**src/rtl/sm83_irq_pkg.sv**
```systemverilog
// Shared constants for the SM83 interrupt controller: register addresses,
// interrupt bit positions and the IF read-back mask.
package sm83_irq_pkg;

    localparam logic [15:0] IF_ADDR_DEF  = 16'hFF0F;
    localparam logic [15:0] IE_ADDR_DEF  = 16'hFFFF;

    localparam int NUM_IRQ = 5;
    localparam int VBLANK  = 0;
    localparam int STAT    = 1;
    localparam int TIMER   = 2;
    localparam int SERIAL  = 3;
    localparam int JOYPAD  = 4;

    // Unimplemented IF bits 7:5 always read back as ones.
    localparam logic [7:0] IF_READ_MASK = 8'hE0;

endpackage

```
**src/rtl/sm83_edge_det.sv**
```systemverilog
// Rising-edge detector: registers the input and flags a 0->1 transition
// combinationally in the cycle it is first seen.
module sm83_edge_det (
    input  logic CLK,
    input  logic RESET,
    input  logic in,
    output logic rise
);

    logic q;

    always_ff @(posedge CLK or posedge RESET) begin
        if (RESET) q <= 1'b0;
        else       q <= in;
    end

    assign rise = in & ~q;

endmodule

```
**src/rtl/sm83_irq_ctrl.sv**
```systemverilog
// SM83 interrupt controller: IF/IE registers on the core bus, source edge
// capture, acknowledge clearing and registered read-back.
module sm83_irq_ctrl
    import sm83_irq_pkg::*;
#(
    parameter logic [15:0] IF_ADDR = IF_ADDR_DEF,
    parameter logic [15:0] IE_ADDR = IE_ADDR_DEF
) (
    input  logic        CLK,
    input  logic        RESET,
    input  logic [15:0] A,
    input  logic [7:0]  D_IN,
    output logic [7:0]  D_OUT,
    output logic        D_OE,
    input  logic        RD,
    input  logic        WR,
    output logic        MMIO_REQ,
    input  logic [4:0]  IRQ_SRC,
    output logic [7:0]  CPU_IRQ_TRIG,
    input  logic [7:0]  CPU_IRQ_ACK
);

    logic [NUM_IRQ-1:0] if_q;
    logic [NUM_IRQ-1:0] if_next;
    logic [NUM_IRQ-1:0] src_rise;
    logic [7:0]         ie_q;
    logic               wr_rise;
    logic               wr_blk;
    logic               wr_en;
    logic               rd_en;
    logic               hit_if;
    logic               hit_ie;
    logic               unused_ack_hi;

    for (genvar i = 0; i < NUM_IRQ; i++) begin : g_src_edge
        sm83_edge_det u_src_edge (
            .CLK   (CLK),
            .RESET (RESET),
            .in    (IRQ_SRC[i]),
            .rise  (src_rise[i])
        );
    end

    sm83_edge_det u_wr_edge (
        .CLK   (CLK),
        .RESET (RESET),
        .in    (WR),
        .rise  (wr_rise)
    );

    assign hit_if        = (A == IF_ADDR);
    assign hit_ie        = (A == IE_ADDR);
    assign MMIO_REQ      = hit_if | hit_ie;
    // A WR already high when reset released must drop before it may write.
    assign wr_en         = wr_rise & ~wr_blk;
    assign rd_en         = RD & ~WR & MMIO_REQ;
    assign CPU_IRQ_TRIG  = {3'b000, if_q & ie_q[NUM_IRQ-1:0]};
    assign unused_ack_hi = ^CPU_IRQ_ACK[7:NUM_IRQ];

    // Per-bit priority: new edge, then CPU write, then acknowledge.
    always_comb begin
        if_next = if_q;
        for (int i = 0; i < NUM_IRQ; i++) begin
            if (src_rise[i])          if_next[i] = 1'b1;
            else if (wr_en && hit_if) if_next[i] = D_IN[i];
            else if (CPU_IRQ_ACK[i])  if_next[i] = 1'b0;
        end
    end

    always_ff @(posedge CLK or posedge RESET) begin
        if (RESET) begin
            if_q   <= '0;
            ie_q   <= 8'h00;
            wr_blk <= 1'b1;
            D_OUT  <= 8'h00;
            D_OE   <= 1'b0;
        end else begin
            if_q <= if_next;
            if (wr_en && hit_ie) ie_q <= D_IN;
            if (!WR)             wr_blk <= 1'b0;
            if (rd_en) D_OUT <= hit_if ? (IF_READ_MASK | {3'b000, if_q}) : ie_q;
            D_OE <= rd_en;
        end
    end

endmodule

```
**config.mk**
```make
export PLATFORM = sky130hd
export DESIGN_NAME = sm83_irq_ctrl
export DESIGN_NICKNAME = d
export VERILOG_FILES = /design/src/rtl/sm83_irq_pkg.sv /design/src/rtl/sm83_edge_det.sv /design/src/rtl/sm83_irq_ctrl.sv
export SDC_FILE = /design/constraint.sdc
export NUM_CORES = 1
export LEC_CHECK = 0
export ABC_AREA = 0
export CORE_UTILIZATION = 38
export DETAILED_ROUTE_END_ITERATION = 8
export HOLD_SLACK_MARGIN = 0.03
export PLACE_DENSITY_LB_ADDON = 0.12
export SLEW_MARGIN = 25
export SYNTH_ARGS = -nofsm -noshare
export SYNTH_HDL_FRONTEND = slang
export SYNTH_HIERARCHICAL = 1
export SYNTH_SLANG_ARGS = --single-unit
```
**constraint.sdc**
```tcl
create_clock -name CLK -period 1.4 [get_ports CLK]
set_input_delay 0.28 -clock CLK [delete_from_list [all_inputs] [get_ports CLK]]
set_output_delay 0.28 -clock CLK [all_outputs]
set_load 0.01 [all_outputs]
```
# Yosys cells after proc, flatten, opt, wreduce, memory -nomap -nowiden
# Index checks and enable logic that the tools add are counted.
# W data, S select, Z words.
# op_classes
n_reduce_logical	7
muxes	16
bitwise	19
n_shift	0
eq_ne	2
div	0
addsub	0
n_mul	0
n_lt_le_gt_ge	0
# ops
operator	n
$eq A16 B16 Y1 const B	2
$mux W1	15
$reduce_bool A3 Y1	5
$and A1 B1 Y1	9
$mux W8	1
$not A1 Y1	8
$and A5 B5 Y5	1
$logic_and A1 B1 Y1	2
$or A1 B1 Y1	1
# totals
out_inout_bits	18
reg_bits	29
romBits	0
elab_cells	59
latch_bits	0
input_bits	41
ramBits	0
n_memories	0

# Depth between registers and ports, before layout
# Gate-level depths: netlist of run 1.
# logic_depth
word_depth	6
mapped_depth	5

# Modules after synthesis
# Netlist of run 1, hierarchy kept.
# by_module_without_submodules
mod	seq_area_each_um2	instances	cells_each	area_per_inst_um2
sm83_irq_ctrl	576.8	1	95	1156.1
sm83_edge_det	25.0	6	3	42.5

# Least setup slack after synthesis of run 1
# No wires, ideal clock.
# synth_path
kind	input port to flip-flop
from	in A[4]
to	reg D_OUT[0]
cell_stages	4
t_required_ns	1.275
path_slack_ns	-0.297
arrival_time_ns	1.572
setup_time_ns	0.125
path_cell_list	or4_4 nor2_4 mux2_2 mux2_4
# synth_via
elab_chain_len	3
elab_cells_between_ends	5
cone_classes	eq/ne: 2; mux: 1; bitwise: 2
# synth_rtl
element	line	source
from (decl)	sm83_irq_ctrl.sv:11	input logic [15:0] A,
$eq A16 B16 Y1 (on tied branches)	sm83_irq_ctrl.sv:51, sm83_irq_ctrl.sv:52	
$or A1 B1 Y1	sm83_irq_ctrl.sv:53	assign MMIO_REQ = hit_if | hit_ie;
$and A1 B1 Y1	sm83_irq_ctrl.sv:56	assign rd_en = RD & ~WR & MMIO_REQ;
to (signal assigned)	sm83_irq_ctrl.sv:81	if (rd_en) D_OUT <= hit_if ? (IF_READ_MASK | {3'b000, if_q}) : ie_q;
to (decl)	sm83_irq_ctrl.sv:13	output logic [7:0] D_OUT,
# Parallel ways exist; a longest one is shown, timed or not.
# A chain may end at the register's enable or synchronous reset.

# Final worst setup path of run 1
# layout_path
from	in A[7]
to	reg D_OUT[4]
# The elaborated chain is that of the path after synthesis.

==> results by group, run 1 <==
Pwr
  • VDD IR max: 0.411 mV
  • P_leak: 1.19 nW
  • Power per cell area: 776 mW/mm^2
  • Power consumption: 1.75 mW

Synth
  • Register area share after synthesis: 0.515
  • Synth cell types: 27
  • Mapped Area: 0.00141 mm^2
  • Synth top area share: 0.496
  • Syn. warnings: 6
  • Cells after synthesis: 113
  • Yosys reg bits: 29
  • Syn Area/Cell: 12.5 um^2
  • Synth top area cells: dfrtp_1 (50%), mux2_2 (10%), nor2b_4 (5.9%)
  • Yosys top cell by area: dfrtp_1

Timing
  • Period utilization: 1.15
  • Setup slack after layout: -0.211 ns
  • Fmax: 0.621 GHz
  • Final hold slack: 0.295 ns
  • Post-Route Setup TNS: -1.25 ns
  • Endpoints failing setup: 9
  • Final setup skew: 0.00596 ns
  • RSZ-0062 raised after global routing: yes
  • Crit path time final: 1.61 ns
  • Max Slew Vio Count: 0
  • Hold Fails Final Rpt: 0

Cells and area
  • ANT cells: 0
  • Commonest non-fill, non-tap cell in the layout: dfrtp_1
  • NumNets Final: 235
  • Layout cell share with drive strength beyond 1: 0.354
  • Most frequent cells in the layout: dfrtp_1 (28), dlygate4sd2_1 (24), clkdlybuf4s50_1 (20)
  • Design area: 0.00226 mm^2
  • Area grow syn2layout: 60.1%

Placement
  • Pre-CTS setup slack: -0.907 ns
  • Placed Area: 0.00211 mm^2
  • PortBufs: 52
  • Post-DP HPWL: 2.52 mm
  • RePlAce Congestion: 0.767

Detailed routing
  • Routed WL: 3.26 mm
  • Vias/cell: 4.71
  • Residual DRC: 0
  • Drt initial violations: 33
  • Met2 WL: 1.72 mm
  • WL/cell: 13.5 um
  • DRT antenna net count: 0
  • First drt pass iteration count: 4
  • Via count: 1134
  • Top routing layer used: met4
  • Met1 Wirelength: 1.33 mm
  • WL met3: 182 um

Global route
  • GRT Residual Overflow: 0
  • GRT Total Usage: 0.189
  • First-pass GRT wire length: 5.65 mm
  • Vias in the first global route: 1233
  • Initial antenna violation count: 0
  • Largest net degree at the start of global routing: 23

Floorplan
  • Row cnt: 21
  • Core ar.: 0.00344 mm^2
  • Io pins: 59
  • Starting Density: 0.410
  • Die area: 0.00396 mm^2
  • Die Ht: 62.9 um
  • Die X: 62.9 um

Clocking
  • Root buffer cell: clkbuf_8
  • Clock tree buffer depth: 2
  • Cts hold-fix bufs: 0
  • TritonCTS clock tree: yes
  • Cts bufs inserted: 5
  • Clock Latency Late Sink: 0.28 ns
  • CTS HTree Levels: 2
  • Clk slew on worst S/H paths: 0.07 ns
  • Clock Sinks: 29

Critical path
  • Critical path class: in -> reg
  • Reg-to-reg slack, setup: 0 ns
  • Startpoint types: input port
  • Reg2reg path depth: 6
  • WP data required: 1.57 ns
  • Worst Path Arrival: 1.78 ns
  • RR Endpoint: ie_q[2]
  • Worst Path Max Fanout: 5
  • FF-to-FF Start: u_wr_edge/q
  • Critical Path End Type: flop

Outcome
  • Failing checks: negative setup slack
  • Run status: finished with violations

Run
  • Max-cap violations: 0

Worst hold path
  • Hold crit path type: in -> async
==> sequential cells by signal, summed over array words and instances (netlist names) <==
| signal | count |
|---|---|
| u_wr_edge/q | 1 |
| D_OE | 1 |
| g_src_edge.u_src_edge/q | 5 |
| wr_blk | 1 |
| if_q | 5 |
| D_OUT | 8 |
| ie_q | 8 |
==> synth_stat cells <==
cell and instances:
dfrtp_1 28, mux2_2 13, inv_1 11, and2_1 7, nor2b_4 6, a31oi_1 5, mux2_4 5, nand2b_1 5
o21ai_0 5, buf_4 3, mux2i_1 3, nand4_1 3, nor2_1 3, nor2b_1 2, nor4_1 2, and3_1 1
buf_6 1, conb_1 1, dfstp_2 1, nand2_1 1, nand2_2 1, nand4_2 1, nand4b_1 1, nor2_4 1
nor3_4 1, nor4b_1 1, or4_4 1
==> per-stage QoR <==
| stage | std cells | utilization |
|---|---|---|
| after floorplan | 115 | - |
| after global placement | 227 | 0.613 |
| after detailed placement | 227 | 0.613 |
| after CTS | 241 | 0.656 |
| after global routing | 241 | 0.656 |
| final | 241 | 0.656 |
==> cells by family after synthesis <==
logic type	share of synthesized area
other	0.00266
buffers and inverters	0.0532
AOI/OAI and AO/OA	0.0399
and+or+nand+nor	0.211
DFF	0.515
muxes	0.178
==> power by group <==
part | internal [mW] | switching (mW)
Clock | 0.344 | 0.319
Combinational | 0.139 | 0.0766
Sequential | 0.860 | 0.0144
Total | 1.34 | 0.410
==> area by class of cell <==
| class | count | area [um^2] |
|---|---|---|
| clock inverters | 2 | 10.0 |
| fillers | 288 | 1180 |
| inverters | 11 | 41.3 |
| repair buffers | 76 | 689 |
| well taps | 46 | 57.6 |
| flip-flops and latches | 29 | 727 |
| clock buffers | 6 | 72.6 |
| multi-input cells | 71 | 662 |
==> how the worst max path moves through the flow <==
stage / from / endpoint / slack (ns) / depth (start not counted)
final: A[7] / D_OUT[4] / -0.21 / 5
after global routing: A[7] / D_OUT[4] / -0.22 / 5
after CTS: A[7] / D_OUT[4] / -0.23 / 5
after detailed placement: A[4] / MMIO_REQ / -0.91 / 5
after global placement: A[4] / MMIO_REQ / -0.90 / 5
after floorplan: A[4] / D_OUT[0] / -0.30 / 4
==> critical path, stage by stage <==
cell and delay, ns:
buf_6 0.09, or4_4 0.56, nor2_4 0.24, mux2_4 0.33, mux2_4 0.27
==> per-layer routing <==
layer / track usage / up-vias
met4: 0.0610 / 0
met2: 0.333 / 43
met5: 0 / -
met1: 0.218 / 542
met3: 0.0547 / 2
li1: - / 547
==> repair_timing <==
action	4_1_cts	5_1_grt
pin swaps	9	2
buffers inserted	6	0
setup endpoints to repair	37	23
resized for setup	64	4
Power figures use the tool's default switching activity.
==> run 2, diff against run 1 <==
CAP_MARGIN = 20   (was not set)
CORE_UTILIZATION = 37   (was 38)
SKIP_LAST_GASP = 1   (was not set)
SYNTH_HIERARCHICAL = not set   (was 1)
==> run 2 against run 1 <==
The flow still finishes with violations (negative setup slack). Setup slack improved by 0.19 ns. Wire length rose by 2.5%. Via count fell by 4.5%. Critical endpoint is now MMIO_REQ. Highest routed layer unchanged.
==> results by group, run 2 <==
Outcome
  • Run status: finished with violations
  • Failing checks: negative setup slack

Pwr
  • Power per cell area: 772 mW/mm^2
  • Int Power: 1.22 mW
  • Clock network fraction of design power: 0.332
  • Sw Pwr: 378 uW
  • VDD IR max: 0.525 mV
  • P_leak: 1.11 nW
  • Comb power frac: 0.124
  • Switch share: 0.237
  • Sequential power share: 0.544

Clocking
  • Cts bufs inserted: 5
  • Clk slew on worst S/H paths: 0.09 ns
  • Clock tree buffer depth: 2
  • CTS HTree Levels: 2
  • Root buffer cell: clkbuf_4
  • TritonCTS clock tree: yes
  • Clock Latency Late Sink: 0.33 ns
  • Clock Sinks: 29
  • Cts hold-fix bufs: 0

Floorplan
  • Row cnt: 21
  • Starting Density: 0.394
  • Die X: 62.1 um
  • Die area: 0.00386 mm^2
  • Die Ht: 62.1 um
  • Io pins: 59
  • Core ar.: 0.00339 mm^2

Global route
  • GRT Residual Overflow: 0
  • Largest net degree at the start of global routing: 30
  • Initial antenna violation count: 0
  • Vias in the first global route: 1093
  • GRT Total Usage: 0.196
  • First-pass GRT wire length: 5.15 mm

Cells and area
  • Area grow syn2layout: 54.7%
  • NumNets Final: 224
  • # fillers: 293
  • Commonest non-fill, non-tap cell in the layout: dfrtp_1
  • Design area: 0.00207 mm^2
  • Regs by FF count: D_OUT x8, ie_q x8
  • Layout cell share with drive strength beyond 1: 0.421
  • Final core occ: 0.610
  • Most frequent cells in the layout: dfrtp_1 (28), clkdlybuf4s50_1 (20), buf_4 (19)
  • ANT cells: 0

Detailed routing
  • Residual DRC: 0
  • Vias/cell: 4.73
  • Via count: 1083
  • WL/cell: 14.6 um
  • First drt pass iteration count: 4
  • Routed WL: 3.34 mm
  • DRT antenna net count: 0
  • Drt initial violations: 32

Synth
  • Syn. warnings: 0
  • Ys flop type: dfrtp_1
  • Register area share after synthesis: 0.544
  • Mapped Area: 0.00134 mm^2
  • Ys async rst share: 1.00
  • Most common library cells after synthesis: dfrtp_1 (28), mux2_2 (13), inv_1 (10)
  • EDFF count, synth: 0
  • Synth cell types: 27
  • Count leader, synth: dfrtp_1
  • Yosys reg bits: 29
  • Synth top area share: 0.524
  • Yosys top cell by area: dfrtp_1
  • Synth top area cells: dfrtp_1 (52%), mux2_2 (11%), mux2_4 (5.6%)
  • Cells after synthesis: 104
  • Syn Area/Cell: 12.8 um^2

Timing
  • Hold Fails Final Rpt: 0
  • Final hold slack: 0.205 ns
  • Max Slew Vio Count: 0
  • Setup slack after layout: -0.0199 ns
  • Final setup skew: 0.00544 ns
  • RSZ-0062 raised after global routing: yes
  • Post-Route Setup TNS: -0.0199 ns
  • Fmax: 0.704 GHz
  • Endpoints failing setup: 1
  • Period utilization: 1.01
  • Crit path time final: 1.42 ns

Placement
  • PortBufs: 52
  • Post-DP HPWL: 2.35 mm
  • Placed Area: 0.00202 mm^2
  • RePlAce Congestion: 0.699

Critical path
  • Worst Path Max Fanout: 2
  • Critical path class: in -> out
  • Reg-to-reg slack, setup: 0.09 ns
  • Startpoint types: input port
  • WP data required: 1.12 ns
  • Worst Path Arrival: 1.14 ns
  • Critical Path End Type: output pin

Worst hold path
  • Hold crit path type: in -> reg

Run
  • Max-cap violations: 0
[run 2: critical path: stages]
cell and delay, ns:
buf_6 0.10, nor4_4 0.37, nor2_4 0.07, and2b_2 0.22, buf_6 0.09
[run 2: cell type report]
cell class              instances  area [um^2]  share of cell area
multi-input cells              62          564               0.273
clock buffers                   7         55.1              0.0266
well taps                      46         57.6              0.0278
flip-flops and latches         29          727               0.352
inverters                      10         37.5              0.0182
repair buffers                 75          626               0.303
[run 2: kinds of logic after synthesis]
logic type / after synthesis / synth area share
flops: 29 / 0.544
mux: 21 / 0.188
buf+inv: 15 / 0.0571
other cells: 1 / 0.00281
simple gates: 28 / 0.156
compound gates: 10 / 0.0515
[run 2: metrics by stage]
stage               setup WS [ns]  total power [mW]  std cells
floorplan                  -0.125             0.940        106
global placement           -0.734              1.07        213
detailed placement         -0.789              1.08        213
CTS                       -0.0774              1.60        229
global route              -0.0503              1.66        229
finish                    -0.0199              1.60        229
[run 2: path summary, 6_finish.rpt]
path	startpoint	cells after the start	to
min in group asynchronous	RESET	3	D_OUT[2]
max reg2reg	wr_blk	4	ie_q[6]
max in group asynchronous	RESET	3	wr_blk
min	WR	2	u_wr_edge.q
max	A[6]	5	MMIO_REQ
min reg2reg	ie_q[7]	1	ie_q[7]
[run 2: repair_timing]
item / 4_1_cts / 5_1_grt
endpoints found under the setup margin: 37 / 28
pin swaps: 5 / 8
setup buffers: 10 / 0
resized for setup: 53 / 39
[run 2: per-layer routing]
metal  track usage  routed length (um)  up-vias
met4         0.105                  85        0
met5             0                   0        -
met1         0.242                1390      530
li1              -                   -      513
met3        0.0497                 146        9
met2         0.315                1720       31
[run 2: power by group through the flow]
stage	logic, mW	clock network [mW]	registers (mW)
2_1_floorplan	0.0566	0	0.884
3_3_place_gp	0.187	0	0.885
3_5_place_dp	0.193	0	0.886
4_1_cts	0.202	0.532	0.867
5_1_grt	0.218	0.567	0.870
6_report	0.198	0.530	0.868
